==> config.mk <==
export PLATFORM = sky130hd
export DESIGN_NAME = sprite_motion_ctrl
export DESIGN_NICKNAME = d
export VERILOG_FILES = /design/src/rtl/motion_pkg.sv /design/src/rtl/axis_step.sv /design/src/rtl/sprite_motion_ctrl.sv
export SDC_FILE = /design/constraint.sdc
export NUM_CORES = 1
export LEC_CHECK = 0
export ABC_CLOCK_PERIOD_IN_PS = 10900
export BUFFER_PORTS_ARGS = -buffer_cell sky130_fd_sc_hd__clkbuf_2
export CAP_MARGIN = 20
export CELL_PAD_IN_SITES_DETAIL_PLACEMENT = 1
export CELL_PAD_IN_SITES_GLOBAL_PLACEMENT = 2
export CORE_MARGIN = 1
export CORE_UTILIZATION = 34
export CTS_BUF_LIST = sky130_fd_sc_hd__clkbuf_8
export DETAILED_ROUTE_END_ITERATION = 6
export GPL_ROUTABILITY_DRIVEN = 0
export PLACE_DENSITY_LB_ADDON = 0.12
export RECOVER_POWER = 50
export SYNTH_ARGS = -nofsm -noshare
export SYNTH_HDL_FRONTEND = slang
export SYNTH_SLANG_ARGS = --single-unit
==> constraint.sdc <==
create_clock -name Clk -period 10.9 [get_ports Clk]
set_clock_uncertainty 0.2 [all_clocks]
set_input_delay 1.09 -clock Clk [delete_from_list [all_inputs] [get_ports Clk]]
set_output_delay 1.09 -clock Clk [all_outputs]
set_load 0.02 [all_outputs]
==> src/rtl/motion_pkg.sv <==
// motion_pkg: shared types and constants for the sprite motion controller.
//   - motion_state_t : update sequencer states
//   - KEY_*          : USB HID usage codes for the movement keys
//   - DEF_*          : default screen / sprite / speed constants
//   - key_held()     : true when either keycode byte matches a key
package motion_pkg;

    typedef enum logic [2:0] {
        IDLE   = 3'd0,
        LATCH  = 3'd1,
        STEP_X = 3'd2,
        STEP_Y = 3'd3,
        DONE   = 3'd4
    } motion_state_t;

    localparam logic [7:0] KEY_A = 8'h04;
    localparam logic [7:0] KEY_D = 8'h07;
    localparam logic [7:0] KEY_S = 8'h16;
    localparam logic [7:0] KEY_W = 8'h1A;

    localparam int DEF_SCREEN_W    = 640;
    localparam int DEF_SCREEN_H    = 480;
    localparam int DEF_SPRITE_SIZE = 8;
    localparam int DEF_MAX_STEP    = 16;
    localparam int DEF_KEY_SPEED   = 2;

    function automatic logic key_held(input logic [15:0] keys, input logic [7:0] code);
        return (keys[15:8] == code) || (keys[7:0] == code);
    endfunction

endpackage

==> src/rtl/axis_step.sv <==
// axis_step: one-axis motion step (combinational), shared by X and Y.
//   pos, limit       : current position and largest legal position
//   sw_vel           : signed software velocity (saturated to +/-MAX_STEP)
//   key_dec, key_inc : keyboard override toward smaller / larger position
//   invert           : negate the selected velocity (bounce direction)
//   new_pos, hit     : next position and edge-hit flag
// Optional feature: MOTION_BOUNCE_EN reflects off the edges instead of
// clamping.
module axis_step
    import motion_pkg::*;
#(
    parameter int MAX_STEP  = DEF_MAX_STEP,
    parameter int KEY_SPEED = DEF_KEY_SPEED
) (
    input  logic [9:0]         pos,
    input  logic [9:0]         limit,
    input  logic signed [31:0] sw_vel,
    input  logic               key_dec,
    input  logic               key_inc,
    input  logic               invert,
    output logic [9:0]         new_pos,
    output logic               hit
);

    localparam logic signed [31:0] SAT   = 32'(MAX_STEP);
    localparam logic signed [11:0] SAT12 = 12'(MAX_STEP);
    localparam logic signed [11:0] KEY12 = 12'(KEY_SPEED);

    logic signed [11:0] v_sel, v, lim, sum, fix;

    always_comb begin
        // Keys override software velocity; opposing keys cancel.
        if (key_dec && key_inc)  v_sel = '0;
        else if (key_dec)        v_sel = -KEY12;
        else if (key_inc)        v_sel = KEY12;
        else if (sw_vel > SAT)   v_sel = SAT12;
        else if (sw_vel < -SAT)  v_sel = -SAT12;
        else                     v_sel = sw_vel[11:0];

        v   = invert ? -v_sel : v_sel;
        lim = $signed({2'b00, limit});
        sum = $signed({2'b00, pos}) + v;
        hit = (sum < 0) || (sum > lim);

`ifdef MOTION_BOUNCE_EN
        if (sum < 0)        fix = -sum;
        else if (sum > lim) fix = lim + lim - sum;
        else                fix = sum;
`else
        fix = sum;
`endif
        // Final clamp also catches a reflection that overshoots the far edge.
        if (fix < 0)        new_pos = '0;
        else if (fix > lim) new_pos = limit;
        else                new_pos = fix[9:0];
    end

endmodule

==> src/rtl/sprite_motion_ctrl.sv <==
// sprite_motion_ctrl: per-frame sprite position update.
//   Clk, Reset (sync, active high)
//   frame_tick, respawn_req : one-cycle request pulses
//   keycode                 : two HID codes ([15:8], [7:0])
//   x_velocity, y_velocity  : signed software velocities
//   rand_cord               : respawn X [19:10], Y [9:0]
//   pos_x, pos_y            : sprite top-left position
//   busy, update_done, hit_x, hit_y, overrun (sticky)
// A tick in IDLE runs LATCH -> STEP_X -> STEP_Y -> DONE. One axis_step
// instance is time-shared between the two STEP states.
// Optional feature: define MOTION_BOUNCE_EN for edge reflection with
// per-axis direction invert bits.
module sprite_motion_ctrl
    import motion_pkg::*;
#(
    parameter int SCREEN_W    = DEF_SCREEN_W,
    parameter int SCREEN_H    = DEF_SCREEN_H,
    parameter int SPRITE_SIZE = DEF_SPRITE_SIZE,
    parameter int MAX_STEP    = DEF_MAX_STEP,
    parameter int KEY_SPEED   = DEF_KEY_SPEED
) (
    input  logic               Clk,
    input  logic               Reset,
    input  logic               frame_tick,
    input  logic               respawn_req,
    input  logic [15:0]        keycode,
    input  logic signed [31:0] x_velocity,
    input  logic signed [31:0] y_velocity,
    input  logic [19:0]        rand_cord,
    output logic [9:0]         pos_x,
    output logic [9:0]         pos_y,
    output logic               busy,
    output logic               update_done,
    output logic               hit_x,
    output logic               hit_y,
    output logic               overrun
);

    localparam logic [9:0] X_LIM = 10'(SCREEN_W - SPRITE_SIZE);
    localparam logic [9:0] Y_LIM = 10'(SCREEN_H - SPRITE_SIZE);
    localparam logic [9:0] X_MID = 10'((SCREEN_W - SPRITE_SIZE) / 2);
    localparam logic [9:0] Y_MID = 10'((SCREEN_H - SPRITE_SIZE) / 2);

    motion_state_t      state;
    logic [15:0]        key_q;
    logic signed [31:0] vx_q, vy_q;

    logic               on_y;
    logic [9:0]         a_pos, a_lim, a_new;
    logic signed [31:0] a_vel;
    logic               a_dec, a_inc, a_inv, a_hit;
    logic [9:0]         spawn_x, spawn_y;

`ifdef MOTION_BOUNCE_EN
    logic inv_x, inv_y;
    assign a_inv = on_y ? inv_y : inv_x;
`else
    assign a_inv = 1'b0;
`endif

    // Shared stepper operands: Y during STEP_Y, X otherwise.
    assign on_y  = (state == STEP_Y);
    assign a_pos = on_y ? pos_y : pos_x;
    assign a_lim = on_y ? Y_LIM : X_LIM;
    assign a_vel = on_y ? vy_q  : vx_q;
    assign a_dec = on_y ? key_held(key_q, KEY_W) : key_held(key_q, KEY_A);
    assign a_inc = on_y ? key_held(key_q, KEY_S) : key_held(key_q, KEY_D);

    axis_step #(
        .MAX_STEP  (MAX_STEP),
        .KEY_SPEED (KEY_SPEED)
    ) u_step (
        .pos     (a_pos),
        .limit   (a_lim),
        .sw_vel  (a_vel),
        .key_dec (a_dec),
        .key_inc (a_inc),
        .invert  (a_inv),
        .new_pos (a_new),
        .hit     (a_hit)
    );

    assign spawn_x = (rand_cord[19:10] > X_LIM) ? X_LIM : rand_cord[19:10];
    assign spawn_y = (rand_cord[9:0]   > Y_LIM) ? Y_LIM : rand_cord[9:0];

    assign busy        = (state != IDLE);
    assign update_done = (state == DONE);

    always_ff @(posedge Clk) begin
        if (Reset) begin
            state   <= IDLE;
            pos_x   <= X_MID;
            pos_y   <= Y_MID;
            hit_x   <= 1'b0;
            hit_y   <= 1'b0;
            overrun <= 1'b0;
            key_q   <= '0;
            vx_q    <= '0;
            vy_q    <= '0;
`ifdef MOTION_BOUNCE_EN
            inv_x   <= 1'b0;
            inv_y   <= 1'b0;
`endif
        end else begin
            if (frame_tick && busy)
                overrun <= 1'b1;
            case (state)
                IDLE: begin
                    // Respawn beats a coincident tick; the tick is lost silently.
                    if (respawn_req) begin
                        pos_x <= spawn_x;
                        pos_y <= spawn_y;
`ifdef MOTION_BOUNCE_EN
                        inv_x <= 1'b0;
                        inv_y <= 1'b0;
`endif
                    end else if (frame_tick) begin
                        state <= LATCH;
                    end
                end
                LATCH: begin
                    key_q <= keycode;
                    vx_q  <= x_velocity;
                    vy_q  <= y_velocity;
                    state <= STEP_X;
                end
                STEP_X: begin
                    pos_x <= a_new;
                    hit_x <= a_hit;
`ifdef MOTION_BOUNCE_EN
                    if (a_hit) inv_x <= ~inv_x;
`endif
                    state <= STEP_Y;
                end
                STEP_Y: begin
                    pos_y <= a_new;
                    hit_y <= a_hit;
`ifdef MOTION_BOUNCE_EN
                    if (a_hit) inv_y <= ~inv_y;
`endif
                    state <= DONE;
                end
                DONE:    state <= IDLE;
                default: state <= IDLE;
            endcase
        end
    end

endmodule

==> summary.txt <==
STA
  – Max_slew headroom: -1.384
  – Sum of negative setup slack: 0 ps
  – Min Tclk post-route: between 6000 and 7000 ps
  – Hold Slack: 272.0 ps
  – Measured slew at the worst slew-check pin: 3576 ps
  – Final Hold Vio Count: 0
  – Peak Freq: 155.5 MHz
  – RSZ-0062 raised after global routing: no
  – Period utilization: 0.5901
  – Setup-failing EPs final: 0
  – Max-slew violations: 160

Clocking
  – Resized Gates After CTS: 0
  – # hold bufs at CTS: 0
  – Total CTS buffers: 9
  – H-tree depth: 3
  – Worst-skew pair later-pin latency: 390 ps
  – TritonCTS clock tree: built
  – Reg clk slew, reported paths: 110 ps
  – Post-CTS Setup Inserts: 0
  – Root Buffer Master: clkbuf_8
  – CTS sink cnt: 106
  – Deepest clock path buffer count: 2

Finish
  – Layout cell share with drive strength beyond 1: 0.2032
  – Final nets: 926
  – ANT cells: 0
  – Final instance area: 6349 um2
  – Layout area overhead: 17.78%
  – Fin util: 0.4145

Floorplan
  – Starting density of the core: 0.3520
  – Die X: 127.9 um
  – Io pins: 129
  – Placeable core region: 15310 um2
  – Chip height: between 100 and 150 um
  – Num rows: 45
  – Die Area: 16360 um2

Critical path
  – Reg2Reg Setup Slack: 4470 ps
  – RR Endpoint: pos_y[8]
  – CP Launch Point: state[1]
  – RR Startpoint: state[1]
  – Crit Path Category: flip-flop to flip-flop
  – Crit end category: flip-flop
  – Startpoint Class: flip-flop
  – Required @ worst endpoint: 10790 ps
  – Crit path DAT: around 6300 ps
  – R2R cell count: 23
  – Crit-path max FO: 29

Synth
  – Synth top area cells: dfxtp_1, nand2_1, a21oi_1, ha_1, clkbuf_1
  – Main combinational cell family by area after synthesis: simple AND/OR/NAND/NOR gates
  – Synth Area in Adders: 0.03621
  – Synth Instances: between 700 and 800
  – Async set or reset register ratio after synthesis: 0
  – Synth Cell Area: 5390 um2
  – Post-synthesis sequential area ratio: 0.3937
  – Average size of a mapped cell: 7.635 um2
  – Top FF cell, synth: dfxtp_1
  – Xor/xnor cell area share of the yosys netlist: 0.01300
  – Synth top area share: 0.3937
  – Simple-gate share of the synthesized area: 0.2978
  – Synth Area in Compound Gates: 0.2073
  – Yosys warning total: 0
  – Flops & latches, synth: 106
  – Library cells used by synthesis: 69
  – Post-synth EDFFs: 0
  – Multiplexer share of the synthesized area: 0.01230
  – Largest area contributor in the netlist: dfxtp_1
  – Post-Syn Nets: 825

Drt
  – Residual DRC: 0
  – Detail Route Antenna Nets: 0
  – Wire per inst: 16.77 um
  – DR pass1 iterations: 4
  – Final WL: about 17000 um
  – Vias per inst: 5.301
  – DR iter-0 viols: 285
  – Vias: 5423

Global route
  – GRT Overall Usage: 0.2206
  – Largest net degree at the start of global routing: 81
  – Initial antenna violation count: 0
  – GRT overflow: 0
  – Global-route wire length before repair: 28120 um
  – Vias in the first global route: between 5000 and 6000

Min path
  – Min-Delay Endpoint: key_q[7]
  – Hold path cells: 2
  – Min-delay src: key_q[7]
  – Worst Hold Class: flip-flop to flip-flop

Placed design
  – PortBufs: 128
  – Placed Area: 6156 um2
  – Detailed Place HPWL: ~13000 um

Job
  – Max-cap violations: 2

Status
  – Failing checks: max-capacitance violations, max-slew violations
  – Run status: finished with violations

Pwr
  – P_leak: around 2.6 nW
  – Power Dens Cells: 154.0 nW/um2
  – Worst vdd ir: 69.93 uV
-- per-stage QoR --
stage | total power [W] | cells | setup slack, ps
global route | 0.001039 | 1023 | 3997
finish | 0.0009775 | 1023 | 4468
floorplan | 0.0006343 | 706 | 5817
detailed placement | 0.0007275 | 1007 | 4611
global placement | 0.0007173 | 1007 | 4904
CTS | 0.0009873 | 1023 | 4557
-- sequential cells by signal, indices dropped and copies added (netlist names) --
name and flops:
overrun 1, pos_y 10, vx_q 32, key_q 16, hit_y 1, pos_x 10
hit_x 1, vy_q 32, state 3
-- power breakdown --
group,switching [W],internal (W),total (W)
combinational,0.000170,0.000109,0.000279
sequential,0.0000254,0.000415,0.000441
clock,0.000143,0.000115,0.000258
total,0.000338,0.000639,0.000978
-- metal layers --
metal | routed length [um] | part of all wire | up-vias | global-route usage
li1 | - | - | 2688 | -
met1 | 7820 | 0.46 | 2587 | 0.2776
met2 | 8228 | 0.48 | 130 | 0.3817
met3 | 867 | 0.051 | 18 | 0.04424
met4 | 244 | 0.014 | 0 | 0.06159
met5 | 0 | 0 | - | 0
-- area by class of cell --
class                      count  area [um2]
clock buffer                  10       137.6
clock inverter                 6       71.32
fill                        1945        8966
inverter                      12       45.04
multi-input combinational    547        3054
sequential                   106        2122
tap                          211       264.0
timing repair buffer         131       654.4
-- worst max-delay path by stage --
stage / slack [ps] / endpoint
detailed placement: 4610 / pos_y[8]
finish: 4470 / pos_y[8]
global placement: 4900 / pos_y[8]
floorplan: 5820 / pos_y[1]
CTS: 4560 / pos_x[0]
global route: 4000 / pos_y[8]
-- cell usage after synthesis (5+ instances only) --
| cell type | count |
|---|---|
| a21oi_1 | 95 |
| a22o_1 | 5 |
| a31oi_1 | 8 |
| and2_1 | 8 |
| and3_1 | 10 |
| clkbuf_1 | 37 |
| dfxtp_1 | 106 |
| ha_1 | 14 |
| inv_1 | 11 |
| nand2_1 | 212 |
| nand3_1 | 17 |
| nand4_1 | 17 |
| nor2_1 | 19 |
| nor2b_1 | 5 |
| nor3_1 | 11 |
| nor3b_1 | 6 |
| nor4_1 | 17 |
| o21ai_0 | 10 |
| o31ai_1 | 5 |
| or3_1 | 5 |
| xnor2_1 | 5 |
-- layout by cell type (no fill, tap or decap), types with 6 or more instances in the layout --
master | synthesis | routed
clkbuf_8 | 0 | 10
nand4_1 | 17 | 17
nor4_1 | 17 | 17
dfxtp_1 | 106 | 106
nor2_1 | 19 | 19
nor3_1 | 11 | 11
inv_1 | 11 | 11
nor3b_1 | 6 | 6
nand2_1 | 212 | 212
a21oi_1 | 95 | 95
ha_1 | 14 | 14
nand3_1 | 17 | 17
o21ai_0 | 10 | 10
and3_1 | 10 | 10
clkbuf_2 | 0 | 127
and2_1 | 8 | 8
a31oi_1 | 8 | 8
-- critical path: stages (launching register included) --
cell and delay [ps]:
dfxtp_1 540, nand3b_4 370, inv_2 550, nor4_1 150, a22o_1 220, a221o_1 350
and2_1 180, nor3b_1 140, ha_1 210, inv_1 70, fa_1 250, nor2b_4 60
o21ba_2 220, o31ai_4 230, nand2_1 90, a21oi_1 170, xor2_1 310, inv_1 80
ha_1 310, and3_1 170, o211ai_1 110, or3_4 410, a211oi_1 550, a311oi_1 180
-- cell families (layout without fill, tap and decap cells) --
| logic type | after synthesis | count (layout) |
|---|---|---|
| fa+ha+maj | 15 | 15 |
| mux | 6 | 6 |
| buf+inv | 53 | 159 |
| compound gates | 174 | 174 |
| xor+xnor | 8 | 8 |
| flops | 106 | 106 |
| simple gates | 344 | 344 |
Note: power is estimated with default switching activity, not from simulation.
